**config.mk**
```make
export PLATFORM = sky130hd
export DESIGN_NAME = turbo_interleaver_flat
export DESIGN_NICKNAME = d
export VERILOG_FILES = /design/src/rtl/turbo_interleaver_pkg.sv /design/src/rtl/turbo_interleaver_if.sv /design/src/rtl/turbo_interleaver_qpp_index_gen.sv /design/src/rtl/turbo_interleaver.sv /design/src/flat_wrapper.sv
export SDC_FILE = /design/constraint.sdc
export NUM_CORES = 2
export LEC_CHECK = 0
export BUFFER_PORTS_ARGS = -buffer_cell sky130_fd_sc_hd__buf_2
export CORE_ASPECT_RATIO = 1.5
export CORE_MARGIN = 2
export CORE_UTILIZATION = 38
export DETAILED_ROUTE_END_ITERATION = 7
export PLACE_DENSITY = 0.55
export SYNTH_ARGS = -nofsm -noshare
export SYNTH_HDL_FRONTEND = slang
export SYNTH_SLANG_ARGS = --single-unit
```
**constraint.sdc**
```tcl
create_clock -name clk -period 34.7 [get_ports clk]
set_clock_uncertainty 0.1 [all_clocks]
set_input_delay 3.47 -clock clk [delete_from_list [all_inputs] [get_ports clk]]
set_output_delay 3.47 -clock clk [all_outputs]
set_load 0.03 [all_outputs]
```
**src/rtl/turbo_interleaver_pkg.sv**
```systemverilog
// turbo_interleaver_pkg: QPP interleaver constants, state enum and modular-add helper.
// Define TURBO_INTLV_CBS6144_EN to support K=6144 blocks alongside K=1056.
package turbo_intlv_pkg;
  localparam int IW = 13;
  typedef logic [IW-1:0] idx_t;
  localparam idx_t K_S = 13'd1056;
  localparam idx_t F1_S = 13'd17;
  localparam idx_t F2_S = 13'd66;
  localparam idx_t K_L = 13'd6144;
  localparam idx_t F1_L = 13'd263;
  localparam idx_t F2_L = 13'd480;
  localparam int NB_S = 132;
  localparam int NB_L = 768;
`ifdef TURBO_INTLV_CBS6144_EN
  localparam logic CBS_EN = 1'b1;
  localparam int KMAX = 6144;
`else
  localparam logic CBS_EN = 1'b0;
  localparam int KMAX = 1056;
`endif
  localparam int AW = $clog2(KMAX);
  typedef enum logic [1:0] {IDLE, SETUP, LOAD, OUT} state_t;
  // Both operands are below k, so one conditional subtract reduces the sum.
  function automatic idx_t add_mod(idx_t a, idx_t b, idx_t k);
    logic [IW:0] s, d;
    s = {1'b0, a} + {1'b0, b};
    d = s - {1'b0, k};
    return d[IW] ? s[IW-1:0] : d[IW-1:0];
  endfunction
endpackage

```
**src/rtl/turbo_interleaver_if.sv**
```systemverilog
// turbo_interleaver_if: block input strobe/data and byte output handshake.
interface turbo_interleaver_if;
  logic vld_crc, rdy_crc, cbs, rdy_out, vld_out, last_byte;
  logic [7:0] data_in, data_out;
  modport master (output vld_crc, cbs, data_in, rdy_out, input rdy_crc, vld_out, last_byte, data_out);
  modport slave (input vld_crc, cbs, data_in, rdy_out, output rdy_crc, vld_out, last_byte, data_out);
endinterface

```
**src/rtl/turbo_interleaver_qpp_index_gen.sv**
```systemverilog
// qpp_index_gen: produces eight consecutive QPP indices per step via the Pi/g recurrence.
module qpp_index_gen
  import turbo_intlv_pkg::*;
(
  input  logic clk,
  input  logic reset,
  input  logic init,
  input  logic step,
  input  idx_t k,
  input  idx_t f1,
  input  idx_t f2,
  output idx_t idx [8]
);
  idx_t pi, g, f2x2;
  idx_t ps [9];
  idx_t gs [9];
  assign f2x2 = add_mod(f2, f2, k);
  always_comb begin
    ps[0] = pi;
    gs[0] = g;
    for (int i = 0; i < 8; i++) begin
      ps[i+1] = add_mod(ps[i], gs[i], k);
      gs[i+1] = add_mod(gs[i], f2x2, k);
      idx[i] = ps[i];
    end
  end
  always_ff @(posedge clk or negedge reset)
    if (!reset) begin
      pi <= '0;
      g <= '0;
    end else if (init) begin
      pi <= '0;
      g <= add_mod(f1, f2, k);
    end else if (step) begin
      pi <= ps[8];
      g <= gs[8];
    end
endmodule

```
**src/rtl/turbo_interleaver.sv**
```systemverilog
// turbo_interleaver: buffers one code block and streams it out QPP-permuted, a byte at a time.
module turbo_interleaver
  import turbo_intlv_pkg::*;
(
  input logic clk,
  input logic reset,
  turbo_interleaver_if.slave io
);
  state_t state;
  logic big, vld, last;
  logic [9:0] cnt, last_cnt;
  logic [KMAX-1:0] mem;
  logic [AW-1:0] wa;
  logic [7:0] dout;
  idx_t k, f1, f2;
  idx_t idx [8];
  assign k = big ? K_L : K_S;
  assign f1 = big ? F1_L : F1_S;
  assign f2 = big ? F2_L : F2_S;
  assign last_cnt = big ? 10'(NB_L - 1) : 10'(NB_S - 1);
  assign wa = AW'({cnt, 3'b000});
  assign io.rdy_crc = state == IDLE;
  assign io.vld_out = vld;
  assign io.last_byte = last;
  assign io.data_out = vld ? dout : 8'h00;
  qpp_index_gen u_gen (
    .clk(clk), .reset(reset), .init(state == SETUP), .step(vld && io.rdy_out),
    .k(k), .f1(f1), .f2(f2), .idx(idx)
  );
  // Read is combinational so the byte captured on the final load edge is already visible for byte 0.
  always_comb begin
    dout = '0;
    for (int i = 0; i < 8; i++) dout[i] = mem[AW'(idx[i])];
  end
  always_ff @(posedge clk)
    if (state == LOAD) mem[wa +: 8] <= io.data_in;
  always_ff @(posedge clk or negedge reset)
    if (!reset) begin
      state <= IDLE;
      big <= 1'b0;
      cnt <= '0;
      vld <= 1'b0;
      last <= 1'b0;
    end else begin
      case (state)
        IDLE: if (io.vld_crc) begin
          big <= io.cbs & CBS_EN;
          state <= SETUP;
        end
        SETUP: begin
          cnt <= '0;
          state <= LOAD;
        end
        LOAD: begin
          cnt <= cnt == last_cnt ? '0 : cnt + 10'd1;
          if (cnt == last_cnt) begin
            state <= OUT;
            vld <= 1'b1;
          end
        end
        OUT: if (io.rdy_out) begin
          cnt <= cnt + 10'd1;
          last <= cnt + 10'd1 == last_cnt;
          if (cnt == last_cnt) begin
            state <= IDLE;
            vld <= 1'b0;
            last <= 1'b0;
          end
        end
        default: state <= IDLE;
      endcase
    end
endmodule

```
**src/flat_wrapper.sv**
```systemverilog
// flat-port wrapper written by rule: the top's interface ports become plain ports
module turbo_interleaver_flat import turbo_intlv_pkg::*;
  (clk, reset, io_vld_crc, io_cbs, io_data_in, io_rdy_out, io_rdy_crc, io_vld_out, io_last_byte, io_data_out);
  turbo_interleaver_if io_i ();
  input logic clk;
  input logic reset;
  input wire logic [$bits(io_i.vld_crc)-1:0] io_vld_crc;
  input wire logic [$bits(io_i.cbs)-1:0] io_cbs;
  input wire logic [$bits(io_i.data_in)-1:0] io_data_in;
  input wire logic [$bits(io_i.rdy_out)-1:0] io_rdy_out;
  output wire logic [$bits(io_i.rdy_crc)-1:0] io_rdy_crc;
  output wire logic [$bits(io_i.vld_out)-1:0] io_vld_out;
  output wire logic [$bits(io_i.last_byte)-1:0] io_last_byte;
  output wire logic [$bits(io_i.data_out)-1:0] io_data_out;
  assign io_i.vld_crc = io_vld_crc;
  assign io_i.cbs = io_cbs;
  assign io_i.data_in = io_data_in;
  assign io_i.rdy_out = io_rdy_out;
  assign io_rdy_crc = io_i.rdy_crc;
  assign io_vld_out = io_i.vld_out;
  assign io_last_byte = io_i.last_byte;
  assign io_data_out = io_i.data_out;
  turbo_interleaver u_core (.clk(clk), .reset(reset), .io(io_i));
endmodule
```
==> impl_metrics.py <==
metrics = {
    "finish": {
        "syn_to_final_growth_pct": 7.83,
        "drive_gt1_share_pct": 25.6,
        "final_common_cell": "nor2_1",
        "mostFrequentLayoutCells": "nor2_1, mux4_2, edfxtp_1",
        "nets": 7871,
    },
    "cts": {
        "root_buffer": "clkbuf_16",
        "cts_hold_buf": 0,
        "clk_pin_slew_ps": 80,
        "cts_resized": 0,
        "insertion_delay_ps": 800,
        "cts_made_buffers": 109,
        "cts_buffer_depth": 3,
        "htreeDepth": 3,
        "post_cts_buffers": 0,
        "cts_tree": "done",
        "clock_sinks": 1094,
    },
    "logic_synthesis": {
        "synth_area_um2": 94800,
        "synth_nets": 8297,
        "yosys_register_bits": 1094,
        "synth.area.top_cells": "edfxtp_1, mux4_2, mux2i_1",
        "ys.flop_type": "edfxtp_1",
        "async_flop_share_pct": 3.47,
        "synth.distinct_cells": 124,
        "yosysTopAreaCell": "edfxtp_1",
        "postSynthCellCount": 8151,
        "avgSynthCellArea_um2": 11.6,
        "synth_edf_count": 1056,
        "synth.top_cell.area_share_pct": 33.4,
        "yosys_warnings": 0,
        "ys_seq_area_share_pct": 34.5,
    },
    "sta": {
        "hold_violations": 0,
        "worstMarginPinSlew_ps": 1610,
        "setup_tns_ps": 0,
        "fmax_mhz": 31.5,
        "rsz0062_at_grt": "no",
        "finalSetupViolCount": 0,
        "period_share_pct": 91.5,
        "hold_ws_ps": 439,
        "slew_violations": 2,
        "post-route-min-period_ps": 31750,
        "slew-limit-headroom_pct": -7.14,
    },
    "worst_setup_path": {
        "cpPeakStageDelay_ps": 1010,
        "crit_path_end_kind": "output port",
        "path_buf_inv": 13,
        "crit_top_cell": "a21o_1",
        "cp.arrival_ps": 28180,
        "worst_ep_required_time_ps": 31130,
        "cp-start-kind": "register",
        "cpMaxStageDelayCell": "xnor3_1",
        "critPathMaxFanout": 43,
        "worstSetupPathType": "reg2out",
        "cp_top_family": "compound AO/OA/AOI/OAI gates",
    },
    "min_path": {
        "hold_path_class": "reg2reg",
    },
    "grt": {
        "grt-ovfl-total": 0,
        "grt_pass1_wl_um": 589000,
        "antenna_found_initial": 50,
        "grt_max_degree": 135,
        "grt_usage_pct": 33.1,
        "grt_pass1_vias": 76207,
    },
    "floorplanning": {
        "initial_core_util_pct": 38.2,
        "die_y_um": 616,
        "die_area_um2": 254000,
        "die_w_um": 412,
        "coreArea_um2": 248000,
        "row_count": 224,
        "io_pins": 24,
    },
    "routing": {
        "via_per_inst": 7.04,
        "wl_um": 427000,
        "drtAntennaViolNets": 0,
        "via_count": 78315,
        "drt_pass1_iterations": 8,
        "drc": 0,
        "wire_per_inst_um": 38.3,
        "drt_first_iter_violations": 11053,
    },
    "run_status": {
        "status": "finished, violations left",
        "violations": "max-capacitance violations, max-slew violations",
    },
    "placement": {
        "post-dp-hpwl_um": 277000,
        "gp_congestion": 0.983,
        "portBuffers": 22,
    },
    "flow_run": {
        "drv_cap": 1,
    },
}
-- path summary, 6_finish.rpt --
| path | cells past startpoint | startpoint | slack, ps | to |
|---|---|---|---|---|
| worst max-delay path | 105 | u_core.u_gen.pi[0]$_DFFE_PN0P_ | 2950 | io_data_out[7] |
| worst min-delay path | 1 | u_core.cnt[9]$_DFFE_PN0P_ | 440 | u_core.cnt[9]$_DFFE_PN0P_ |
| worst max register to register | 113 | u_core.u_gen.pi[0]$_DFFE_PN0P_ | 5560 | u_core.u_gen.pi[11]$_DFFE_PN0P_ |
| worst min register to register | 1 | u_core.cnt[9]$_DFFE_PN0P_ | 440 | u_core.cnt[9]$_DFFE_PN0P_ |
| max in group asynchronous | 2 | reset | 31070 | u_core.u_gen.pi[3]$_DFFE_PN0P_ |
| min in group asynchronous | 2 | reset | 2750 | u_core.u_gen.g[3]$_DFFE_PN0P_ |
-- per-layer routing --
layer,wire length (um),global-route usage (%),part of all wire (%),up-vias
met4,48600,30.7,11,40
met5,353,0.287,0.083,-
li1,-,-,-,30727
met1,135000,36.3,32,39613
met2,190000,50.6,45,5967
met3,52000,10.5,12,1968
-- sequential cells by signal (all words and copies together), names as in the netlist --
name	count
u_core.state	2
u_core.u_gen.pi	13
u_core.cnt	10
u_core.u_gen.g	11
u_core.io.vld_out	1
u_core.io.last_byte	1
u_core.mem	1056
-- cell families after synthesis --
family                     count (synthesis)  synth area share [%]
muxes                                   2317                  39.7
DFF                                     1094                  34.5
xor gates and xnor gates                 206                  2.02
AOI/OAI and AO/OA                       1036                  7.54
and+or+nand+nor                         2379                  10.5
adders and majority gates                133                  1.82
buffers and inverters                    986                  3.97
-- worst reg2reg max path, delay by kind of cell, from the launching register on --
kind / cells / cell delay (ps)
AOI/OAI and AO/OA: 48 / 9500
buffers and inverters: 12 / 3680
and+or+nand+nor: 25 / 4330
adders and majority gates: 8 / 3010
DFF: 1 / 770
xor gates and xnor gates: 19 / 7260
muxes: 1 / 320
-- synth_stat cells (65+ instances only) --
master,instances
nor2_1,1473
a211oi_1,259
ha_1,125
edfxtp_1,1056
o21ai_0,143
xnor2_1,130
xor2_1,65
nand3_1,90
clkbuf_1,602
mux2_2,291
mux4_2,1129
nand2_1,530
buf_1,132
a31oi_1,94
a21oi_1,221
inv_1,221
mux2i_1,897
-- area by class of cell --
type / instances / area (um^2)
antenna: 34 / 85.1
clock buffer: 125 / 2810
clock inverter: 77 / 756
fill: 23220 / 146000
inverter: 232 / 887
multi-input combinational: 6071 / 59000
sequential: 1094 / 32700
tap: 3277 / 4100
timing repair buffer: 217 / 1960
-- metrics by stage --
stage	std cells	worst slack, ps	cell area, um^2	util, %
after floorplan	8151	8780	94800	-
after global placement	10889	4160	98500	39.7
after detailed placement	10889	4020	98500	39.7
after CTS	11091	2990	102000	41.2
after global routing	11100	1150	102000	41.2
final	11127	2950	102000	41.2
Power is not shown: default switching activity piles up to over one toggle a cycle in this logic, so the estimate is an artifact.
